===== src/rtl/apb_arbiter_master_if.sv =====
// Requester command/response ports and APB bus of apb_arbiter_master.
// The master modport is the arbiter's view; the slave modport is the view of the clients and the APB slave.
interface apb_arbiter_master_if #(
  parameter int NUM_REQ    = 2,
  parameter int ADDR_WIDTH = 32,
  parameter int DATA_WIDTH = 32
);
  logic [NUM_REQ-1:0]            req_valid;
  logic [NUM_REQ-1:0]            req_write;
  logic [NUM_REQ*ADDR_WIDTH-1:0] req_addr;
  logic [NUM_REQ*DATA_WIDTH-1:0] req_wdata;
  logic [NUM_REQ-1:0]            req_ready;
  logic [NUM_REQ-1:0]            rsp_valid;
  logic [DATA_WIDTH-1:0]         rsp_rdata;
  logic                          rsp_err;
  logic [ADDR_WIDTH-1:0]         PADDR;
  logic [DATA_WIDTH-1:0]         PWDATA;
  logic                          PWRITE;
  logic                          PSEL;
  logic                          PENABLE;
  logic                          PREADY;
  logic [DATA_WIDTH-1:0]         PRDATA;
  logic                          PSLVERR;

  modport master (
    input  req_valid, req_write, req_addr, req_wdata, PREADY, PRDATA, PSLVERR,
    output req_ready, rsp_valid, rsp_rdata, rsp_err, PADDR, PWDATA, PWRITE, PSEL, PENABLE
  );

  modport slave (
    output req_valid, req_write, req_addr, req_wdata, PREADY, PRDATA, PSLVERR,
    input  req_ready, rsp_valid, rsp_rdata, rsp_err, PADDR, PWDATA, PWRITE, PSEL, PENABLE
  );
endinterface


===== src/rtl/apb_arbiter_master.sv =====
// Round-robin APB master sharing one APB slave among NUM_REQ requesters.
// Optional ACCESS-phase timeout abort is enabled by defining APB_ARB_TIMEOUT_EN.
//
// state    | meaning
// S_IDLE   | bus idle; accept the round-robin winner and latch its command
// S_SETUP  | PSEL=1, PENABLE=0 for exactly one cycle
// S_ACCESS | PSEL=1, PENABLE=1 until PREADY (or timeout abort)
module apb_arbiter_master #(
  parameter int NUM_REQ        = 2,
  parameter int ADDR_WIDTH     = 32,
  parameter int DATA_WIDTH     = 32,
  parameter int TIMEOUT_CYCLES = 16
) (
  input logic                  PCLK,
  input logic                  PRESETn,
  apb_arbiter_master_if.master bus
);
  localparam int GW = (NUM_REQ > 1) ? $clog2(NUM_REQ) : 1;

  typedef enum logic [1:0] {S_IDLE, S_SETUP, S_ACCESS} state_t;

  state_t                r_state;
  logic [GW-1:0]         r_last_grant;
  logic [NUM_REQ-1:0]    r_grant_oh;
  logic [ADDR_WIDTH-1:0] r_paddr;
  logic [DATA_WIDTH-1:0] r_pwdata;
  logic                  r_pwrite;
  logic                  r_psel;
  logic                  r_penable;
  logic [NUM_REQ-1:0]    r_rsp_valid;
  logic [DATA_WIDTH-1:0] r_rsp_rdata;
  logic                  r_rsp_err;

  logic                  w_found;
  logic [GW-1:0]         w_grant;
  logic [NUM_REQ-1:0]    w_grant_oh;
  logic [NUM_REQ-1:0]    w_ready;
  logic [ADDR_WIDTH-1:0] w_addr;
  logic [DATA_WIDTH-1:0] w_wdata;
  logic                  w_write;

`ifdef APB_ARB_TIMEOUT_EN
  localparam int TW = $clog2(TIMEOUT_CYCLES);
  logic [TW-1:0] r_tmo_cnt;
`endif

  // Search from last_grant+1 upward, wrapping to 0.
  always_comb begin
    int v_idx;
    w_found = 1'b0;
    w_grant = r_last_grant;
    v_idx   = 0;
    for (int k = 1; k <= NUM_REQ; k++) begin
      v_idx = int'(r_last_grant) + k;
      if (v_idx >= NUM_REQ) v_idx = v_idx - NUM_REQ;
      if (!w_found && bus.req_valid[GW'(v_idx)]) begin
        w_found = 1'b1;
        w_grant = GW'(v_idx);
      end
    end
  end

  always_comb begin
    w_addr     = '0;
    w_wdata    = '0;
    w_write    = 1'b0;
    w_grant_oh = '0;
    for (int k = 0; k < NUM_REQ; k++) begin
      if (GW'(k) == w_grant) begin
        w_grant_oh[k] = 1'b1;
        w_addr        = bus.req_addr[k*ADDR_WIDTH +: ADDR_WIDTH];
        w_wdata       = bus.req_wdata[k*DATA_WIDTH +: DATA_WIDTH];
        w_write       = bus.req_write[k];
      end
    end
  end

  always_comb begin
    w_ready = '0;
    if (r_state == S_IDLE && w_found) w_ready = w_grant_oh;
  end

  always_ff @(posedge PCLK or negedge PRESETn) begin
    if (!PRESETn) begin
      r_state      <= S_IDLE;
      r_last_grant <= GW'(NUM_REQ-1);
      r_grant_oh   <= '0;
      r_paddr      <= '0;
      r_pwdata     <= '0;
      r_pwrite     <= 1'b0;
      r_psel       <= 1'b0;
      r_penable    <= 1'b0;
      r_rsp_valid  <= '0;
      r_rsp_rdata  <= '0;
      r_rsp_err    <= 1'b0;
`ifdef APB_ARB_TIMEOUT_EN
      r_tmo_cnt    <= '0;
`endif
    end else begin
      r_rsp_valid <= '0;
      case (r_state)
        S_IDLE: begin
          if (w_found) begin
            r_last_grant <= w_grant;
            r_grant_oh   <= w_grant_oh;
            r_paddr      <= w_addr;
            r_pwdata     <= w_wdata;
            r_pwrite     <= w_write;
            r_psel       <= 1'b1;
            r_state      <= S_SETUP;
          end
        end
        S_SETUP: begin
          r_penable <= 1'b1;
          r_state   <= S_ACCESS;
`ifdef APB_ARB_TIMEOUT_EN
          r_tmo_cnt <= TW'(TIMEOUT_CYCLES-1);
`endif
        end
        S_ACCESS: begin
          // PREADY takes priority over an expiring timeout in the same cycle.
          if (bus.PREADY) begin
            r_psel      <= 1'b0;
            r_penable   <= 1'b0;
            r_state     <= S_IDLE;
            r_rsp_valid <= r_grant_oh;
            r_rsp_rdata <= r_pwrite ? '0 : bus.PRDATA;
            r_rsp_err   <= bus.PSLVERR;
          end
`ifdef APB_ARB_TIMEOUT_EN
          else if (r_tmo_cnt == '0) begin
            r_psel      <= 1'b0;
            r_penable   <= 1'b0;
            r_state     <= S_IDLE;
            r_rsp_valid <= r_grant_oh;
            r_rsp_rdata <= '0;
            r_rsp_err   <= 1'b1;
          end else begin
            r_tmo_cnt <= r_tmo_cnt - 1'b1;
          end
`endif
        end
        default: r_state <= S_IDLE;
      endcase
    end
  end

  assign bus.req_ready = w_ready;
  assign bus.rsp_valid = r_rsp_valid;
  assign bus.rsp_rdata = r_rsp_rdata;
  assign bus.rsp_err   = r_rsp_err;
  assign bus.PADDR     = r_paddr;
  assign bus.PWDATA    = r_pwdata;
  assign bus.PWRITE    = r_pwrite;
  assign bus.PSEL      = r_psel;
  assign bus.PENABLE   = r_penable;
endmodule


===== src/flat_wrapper.sv =====
// flat-port wrapper written by rule: the top's interface ports become plain ports
module apb_arbiter_master_flat 
#(
  parameter int NUM_REQ        = 2,
  parameter int ADDR_WIDTH     = 32,
  parameter int DATA_WIDTH     = 32,
  parameter int TIMEOUT_CYCLES = 16
)
  (PCLK, PRESETn, bus_req_valid, bus_req_write, bus_req_addr, bus_req_wdata, bus_PREADY, bus_PRDATA, bus_PSLVERR, bus_req_ready, bus_rsp_valid, bus_rsp_rdata, bus_rsp_err, bus_PADDR, bus_PWDATA, bus_PWRITE, bus_PSEL, bus_PENABLE);
  apb_arbiter_master_if #(.NUM_REQ(NUM_REQ), .ADDR_WIDTH(ADDR_WIDTH), .DATA_WIDTH(DATA_WIDTH)) bus_i ();
  input logic PCLK;
  input logic PRESETn;
  input wire logic [$bits(bus_i.req_valid)-1:0] bus_req_valid;
  input wire logic [$bits(bus_i.req_write)-1:0] bus_req_write;
  input wire logic [$bits(bus_i.req_addr)-1:0] bus_req_addr;
  input wire logic [$bits(bus_i.req_wdata)-1:0] bus_req_wdata;
  input wire logic [$bits(bus_i.PREADY)-1:0] bus_PREADY;
  input wire logic [$bits(bus_i.PRDATA)-1:0] bus_PRDATA;
  input wire logic [$bits(bus_i.PSLVERR)-1:0] bus_PSLVERR;
  output wire logic [$bits(bus_i.req_ready)-1:0] bus_req_ready;
  output wire logic [$bits(bus_i.rsp_valid)-1:0] bus_rsp_valid;
  output wire logic [$bits(bus_i.rsp_rdata)-1:0] bus_rsp_rdata;
  output wire logic [$bits(bus_i.rsp_err)-1:0] bus_rsp_err;
  output wire logic [$bits(bus_i.PADDR)-1:0] bus_PADDR;
  output wire logic [$bits(bus_i.PWDATA)-1:0] bus_PWDATA;
  output wire logic [$bits(bus_i.PWRITE)-1:0] bus_PWRITE;
  output wire logic [$bits(bus_i.PSEL)-1:0] bus_PSEL;
  output wire logic [$bits(bus_i.PENABLE)-1:0] bus_PENABLE;
  assign bus_i.req_valid = bus_req_valid;
  assign bus_i.req_write = bus_req_write;
  assign bus_i.req_addr = bus_req_addr;
  assign bus_i.req_wdata = bus_req_wdata;
  assign bus_i.PREADY = bus_PREADY;
  assign bus_i.PRDATA = bus_PRDATA;
  assign bus_i.PSLVERR = bus_PSLVERR;
  assign bus_req_ready = bus_i.req_ready;
  assign bus_rsp_valid = bus_i.rsp_valid;
  assign bus_rsp_rdata = bus_i.rsp_rdata;
  assign bus_rsp_err = bus_i.rsp_err;
  assign bus_PADDR = bus_i.PADDR;
  assign bus_PWDATA = bus_i.PWDATA;
  assign bus_PWRITE = bus_i.PWRITE;
  assign bus_PSEL = bus_i.PSEL;
  assign bus_PENABLE = bus_i.PENABLE;
  apb_arbiter_master #(.NUM_REQ(NUM_REQ), .ADDR_WIDTH(ADDR_WIDTH), .DATA_WIDTH(DATA_WIDTH), .TIMEOUT_CYCLES(TIMEOUT_CYCLES)) u_core (.PCLK(PCLK), .PRESETn(PRESETn), .bus(bus_i));
endmodule

===== config.mk =====
export PLATFORM = sky130hd
export DESIGN_NAME = apb_arbiter_master_flat
export DESIGN_NICKNAME = d
export VERILOG_FILES = /design/src/rtl/apb_arbiter_master_if.sv /design/src/rtl/apb_arbiter_master.sv /design/src/flat_wrapper.sv
export SDC_FILE = /design/constraint.sdc
export NUM_CORES = 1
export LEC_CHECK = 0
export CAP_MARGIN = 10
export CELL_PAD_IN_SITES_DETAIL_PLACEMENT = 1
export CELL_PAD_IN_SITES_GLOBAL_PLACEMENT = 1
export CORE_MARGIN = 5
export CORE_UTILIZATION = 30
export CTS_CLUSTER_DIAMETER = 150
export DETAILED_ROUTE_END_ITERATION = 8
export GPL_TIMING_DRIVEN = 0
export MAX_ROUTING_LAYER = met4
export PLACE_DENSITY = 0.85
export SLEW_MARGIN = 20
export SYNTH_ARGS = -nofsm -noshare
export SYNTH_HDL_FRONTEND = slang
export SYNTH_SLANG_ARGS = --single-unit
export TNS_END_PERCENT = 20

===== constraint.sdc =====
create_clock -name PCLK -period 3.64 [get_ports PCLK]
set_input_delay 0.91 -clock PCLK [delete_from_list [all_inputs] [get_ports PCLK]]
set_output_delay 0.91 -clock PCLK [all_outputs]
set_load 0.005 [all_outputs]

# Word level (Yosys, flattened, before mapping)
# Cells that the tools add are included.
word_totals:
  register_bits: 107
  latch_bits: 0
  mem_bits_rw: 0
  rom_bits: 0
  in_bits: 168
  output_inout_bits: 104
  word_cells: 60
  mem_count: 0
op_classes:
  add_sub_neg: 4
  multipliers: 0
  div_mod_pow: 0
  order_cmp: 4
  n_eq_ne: 4
  n_shift: 0
  mux: 26
  n_bitwise: 0
  reduce_logical: 11
op_table:
  columns: ["cell", "count"]
  rows:
  - ["$mux 32", 3]
  - ["$mux 1", 15]
  - ["$mux 2", 5]
  - ["$reduce_and 2->1", 4]
  - ["$lt 1x3->1 const B", 2]
  - ["$pmux 2 s3", 1]
  - ["$pmux 1 s2", 2]
  - ["$reduce_bool 2->1", 2]
  - ["$add 1x2->3 const B", 1]
  - ["$ge 3x2->1 const B", 1]
  - ["$reduce_and 3->1", 1]
  - ["$add 1x1->2 const B", 1]
  - ["$eq 2x1->1 const B", 1]
  - ["$eq 2x2->1 const B", 1]
  - ["$ge 2x2->1 const B", 1]
  - ["$logic_and 1x1->1", 2]
  - ["$logic_not 2->1", 1]
  - ["$ne 2x1->1 const B", 1]
  - ["$ne 2x2->1 const B", 1]
  - ["$sub 1x1->1 const B", 2]
  - ["$logic_not 1->1", 1]

# Depth between registers and ports, before layout
depth:
  word_depth: 12
  mapped_depth: 6
  depth_no_buf: 3

# Least setup slack after synthesis
# No wires, ideal clock.
synth_path:
  path_type: "input to output"
  from: "input bus_req_valid[0]"
  to: "output bus_req_ready[0]"
  arrival_time_ns: 1.738
  required_time_ns: 2.730
  slack_ns: 0.992
  stages: 5
  n_path_buf: 2
  path_cell_list: "or3b_1 > buf_6 > clkinv_4 > buf_4 > and2_1"
synth_via:
  elab_chain_cells: 8
  word_cells_on_any_way: 13
  cone_classes: "mux: 10; reduce/logical: 3"
synth_rtl:
  columns: ["item", "line_no", "source"]
  rows:
  - ["start, declared", "flat_wrapper.sv:13", "input wire logic [$bits(bus_i.req_valid)-1:0] bus_req_valid;"]
  - ["$mux 1 (not written as such) (2 in a row)", "apb_arbiter_master.sv:56", "if (!w_found && bus.req_valid[GW'(v_idx)]) begin"]
  - ["$mux 1", "apb_arbiter_master.sv:56", null]
  - ["$logic_not 1->1", "apb_arbiter_master.sv:56", null]
  - ["$logic_and 1x1->1", "apb_arbiter_master.sv:56", null]
  - ["$mux 1", "apb_arbiter_master.sv:56", null]
  - ["$mux 1 or $logic_and 1x1->1 (tied branches)", "apb_arbiter_master.sv:69, apb_arbiter_master.sv:80", null]
  - ["$mux 2 *", "apb_arbiter_master.sv:80", "if (r_state == S_IDLE && w_found) w_ready = w_grant_oh;"]
  - ["end, declared", "flat_wrapper.sv:20", "output wire logic [$bits(bus_i.req_ready)-1:0] bus_req_ready;"]
# Every way passes the cells marked *; elsewhere a longest branch is shown, timed or not. The select of a mux whose other input is x is not followed.

# Final worst setup path
# Same ends and word-level chain as after synthesis.

==> impl_metrics.ini <==
[run_status]
status = finished clean

[placed_design]
io_buffer_count = 270
dpl.cell_count = 834
place_hpwl_um = 13320
gp_congestion = 0.9234
dpl-instance-area_sq_um = 8088

[finish]
fin_util_pct = 50.80
fin_nets = 792
stdcell_area_sq_um = 8424
final_common_cell = clkdlybuf4s50_1
drive_gt1_share_pct = 30.84
layout.cells.non_filler = 849
antenna_cells = 0
final_cell_mix = 269 x clkdlybuf4s50_1, 144 x mux2_2, 106 x dfrtp_1
area.growth.synth_to_final_pct = 65.80

[clock_tree]
clock_path_buffers = 2
cts_tree = yes
cts_resized = 0
root_buffer = clkbuf_16
clkLatencyLatePin_ns = 0.35
post-cts-setup-buffer-count = 0
path_clk_slew_ns = 0.07
htree_levels = 3
clock-sinks = 107
ctsHoldBuffers = 0
numCtsBuffers = 9

[synth]
synth_area_leader_cell = dfrtp_1
ys_ff_latch = 107
avgSynthCellArea_sq_um = 14.81
synth_cells = 343
ys_seq_area_share_pct = 52.72
synth_top_area_share_pct = 52.20
yosys_warnings = 0
synthesis.area_sq_um = 5081
ys_types = 22
ys_top_cells_by_area = dfrtp_1 52%, mux2_2 32%, mux2_4 5.9%, nor2b_1 3.9%, buf_12 1.2%
synth_nets = 511

[detailed_routing]
wl_per_cell_um = 19.50
drtIter0Drc = 70
routed_via_density = 4.482
drt-total-wl_um = 16550
drtPass1Iterations = 4
drc = 0
vias = 3805
antenna_left = 0

[critical_path]
critical_path_class = in2out
cp_max_fo = 14
crit_top_cell = clkdlybuf4s50_1
cp_top_family = buffers and inverters
cp_slowest_stage_delay_ns = 0.52
cp_slowest_cell = clkdlybuf4s50_1
worstPathRequired_ns = 2.73
crit_arrival_ns = 2.66
start_kind = primary input
crit_buf_inv = 4
crit_path_end_kind = output pin
crit_chain = clkdlybuf4s50_1 -> or3b_1 -> buf_6 -> clkinv_4 -> and2_1 -> clkdlybuf4s50_1

[global_routing]
grt-ovfl-total = 0
grt_pass1_wl_um = 25870
gr-usage-all-layers_pct = 17.19
grt_pass1_vias = 4509
grt_start_max_net_pins = 58
antenna_found_initial = 0

[timing]
period_needed_ns = 3.567
slew_headroom_pct = 46.23
fmax_mhz = 280.4
setup_viol = 0
whs_ns = 0.4951
finalHoldViolCount = 0
tightest_slew_ns = 0.8066
timing.final.crit_share_pct = 97.98
skew_ns = 0.007401
rsz0062_at_grt = false
maxSlewViolCount = 0

[power]
leakage_nw = 3.464
clockPowerShare_pct = 17.7
vdd_drop_max_uv = 322.8
combPwrFrac_pct = 49.7
power.switching_mw = 1.842
total_power_mw = 6.366
p_seq_share_pct = 32.6
internal-power_mw = 4.523
power_density_nw_per_um2 = 755.6
sw_frac_of_total_pct = 28.94

[floorplanning]
start_util_pct = 30.64
die_h_um = 140.1
coreArea_sq_um = 16580
die_w_um = 140.1
dieArea_sq_um = 19640
row_count = 47
pin_count = 272

[job]
drv_cap = 0

[worst_hold_path]
hp-class = in2async
## cells in the mapped netlist, drive strengths merged
library cell  count
mux2i             2
inv               3
buf              13
o21ai             1
and3b             1
clkbuf           10
and2              3
a21boi            1
clkinv            1
xnor2             1
nand2b            1
mux2            164
or3b              1
nor2              1
nor2b            32
a2bb2oi           1
dfstp             1
dfrtp           106
## kinds of logic (layout without fill, tap and decap cells)
logic type | count (synthesis) | count (layout) | share of synthesized area (%)
mux | 166 | 166 | 38.22
compound gates | 3 | 3 | 0.4186
flops | 107 | 107 | 52.72
buf+inv | 27 | 313 | 3.620
xor+xnor | 1 | 1 | 0.1724
simple gates | 39 | 39 | 4.851
## worst paths after layout
path,start,end,slack (ns),depth (start not counted)
max in group asynchronous,PRESETn,u_core.r_last_grant$_DFFE_PN1P_,2.44,2
worst min register to register,u_core.r_grant_oh[1]$_DFFE_PN0P_,u_core.bus.rsp_valid[1]$_DFF_PN0_,0.50,1
worst max register to register,u_core.r_last_grant$_DFFE_PN1P_,u_core.bus.PWDATA[25]$_DFFE_PN0P_,1.49,4
min in group PCLK,u_core.r_grant_oh[1]$_DFFE_PN0P_,u_core.bus.rsp_valid[1]$_DFF_PN0_,0.50,1
worst max-delay path,bus_req_valid[0],bus_req_ready[0],0.07,6
worst min-delay path,PRESETn,u_core.bus.PWDATA[18]$_DFFE_PN0P_,0.50,1
## power by group through the flow
stage | logic (mW) | registers (mW) | clock network [mW]
after global placement | 3.12 | 2.05 | 0
after detailed placement | 3.23 | 2.10 | 0
final | 3.16 | 2.07 | 1.13
after global routing | 3.39 | 2.15 | 1.21
after floorplan | 1.46 | 2.09 | 0
after CTS | 3.24 | 2.08 | 1.17
## area by class of cell
type / count / area (sq um)
fillers: 1697 / 8159
plain buffers: 22 / 156.4
clock buffers: 12 / 246.5
clock inverters: 4 / 97.59
repair buffers: 271 / 2731
inverters: 4 / 20.02
well taps: 220 / 275.3
flip-flops and latches: 107 / 2679
multi-input cells: 209 / 2218
## flip-flops by register name, summed over array words and instances (netlist names)
signal,count
u_core.bus.rsp_valid,2
u_core.bus.PWRITE,1
u_core.bus.PADDR,32
u_core.r_state,2
u_core.bus.PENABLE,1
u_core.bus.PSEL,1
u_core.bus.rsp_rdata,32
u_core.r_grant_oh,2
u_core.r_last_grant,1
u_core.bus.rsp_err,1
u_core.bus.PWDATA,32
## per-stage QoR
step / TNS [ns] / worst slack, ns
2_1_floorplan: 0 / 0.9921
3_3_place_gp: -257.04 / -2.424
3_5_place_dp: -0.1065 / -0.1065
4_1_cts: 0 / 0.03802
5_1_grt: 0 / 0.001411
6_report: 0 / 0.07342
## layer usage
layer  GRT usage, %  vias to the layer above  routed length (um)
li1               -                     1753                   -
met1          19.03                     1860                6475
met2          29.31                      173                8447
met3          5.828                       19                1326
met4          5.303                        0                 305
met5              -                        -                   0
Power figures use the tool's default switching activity.
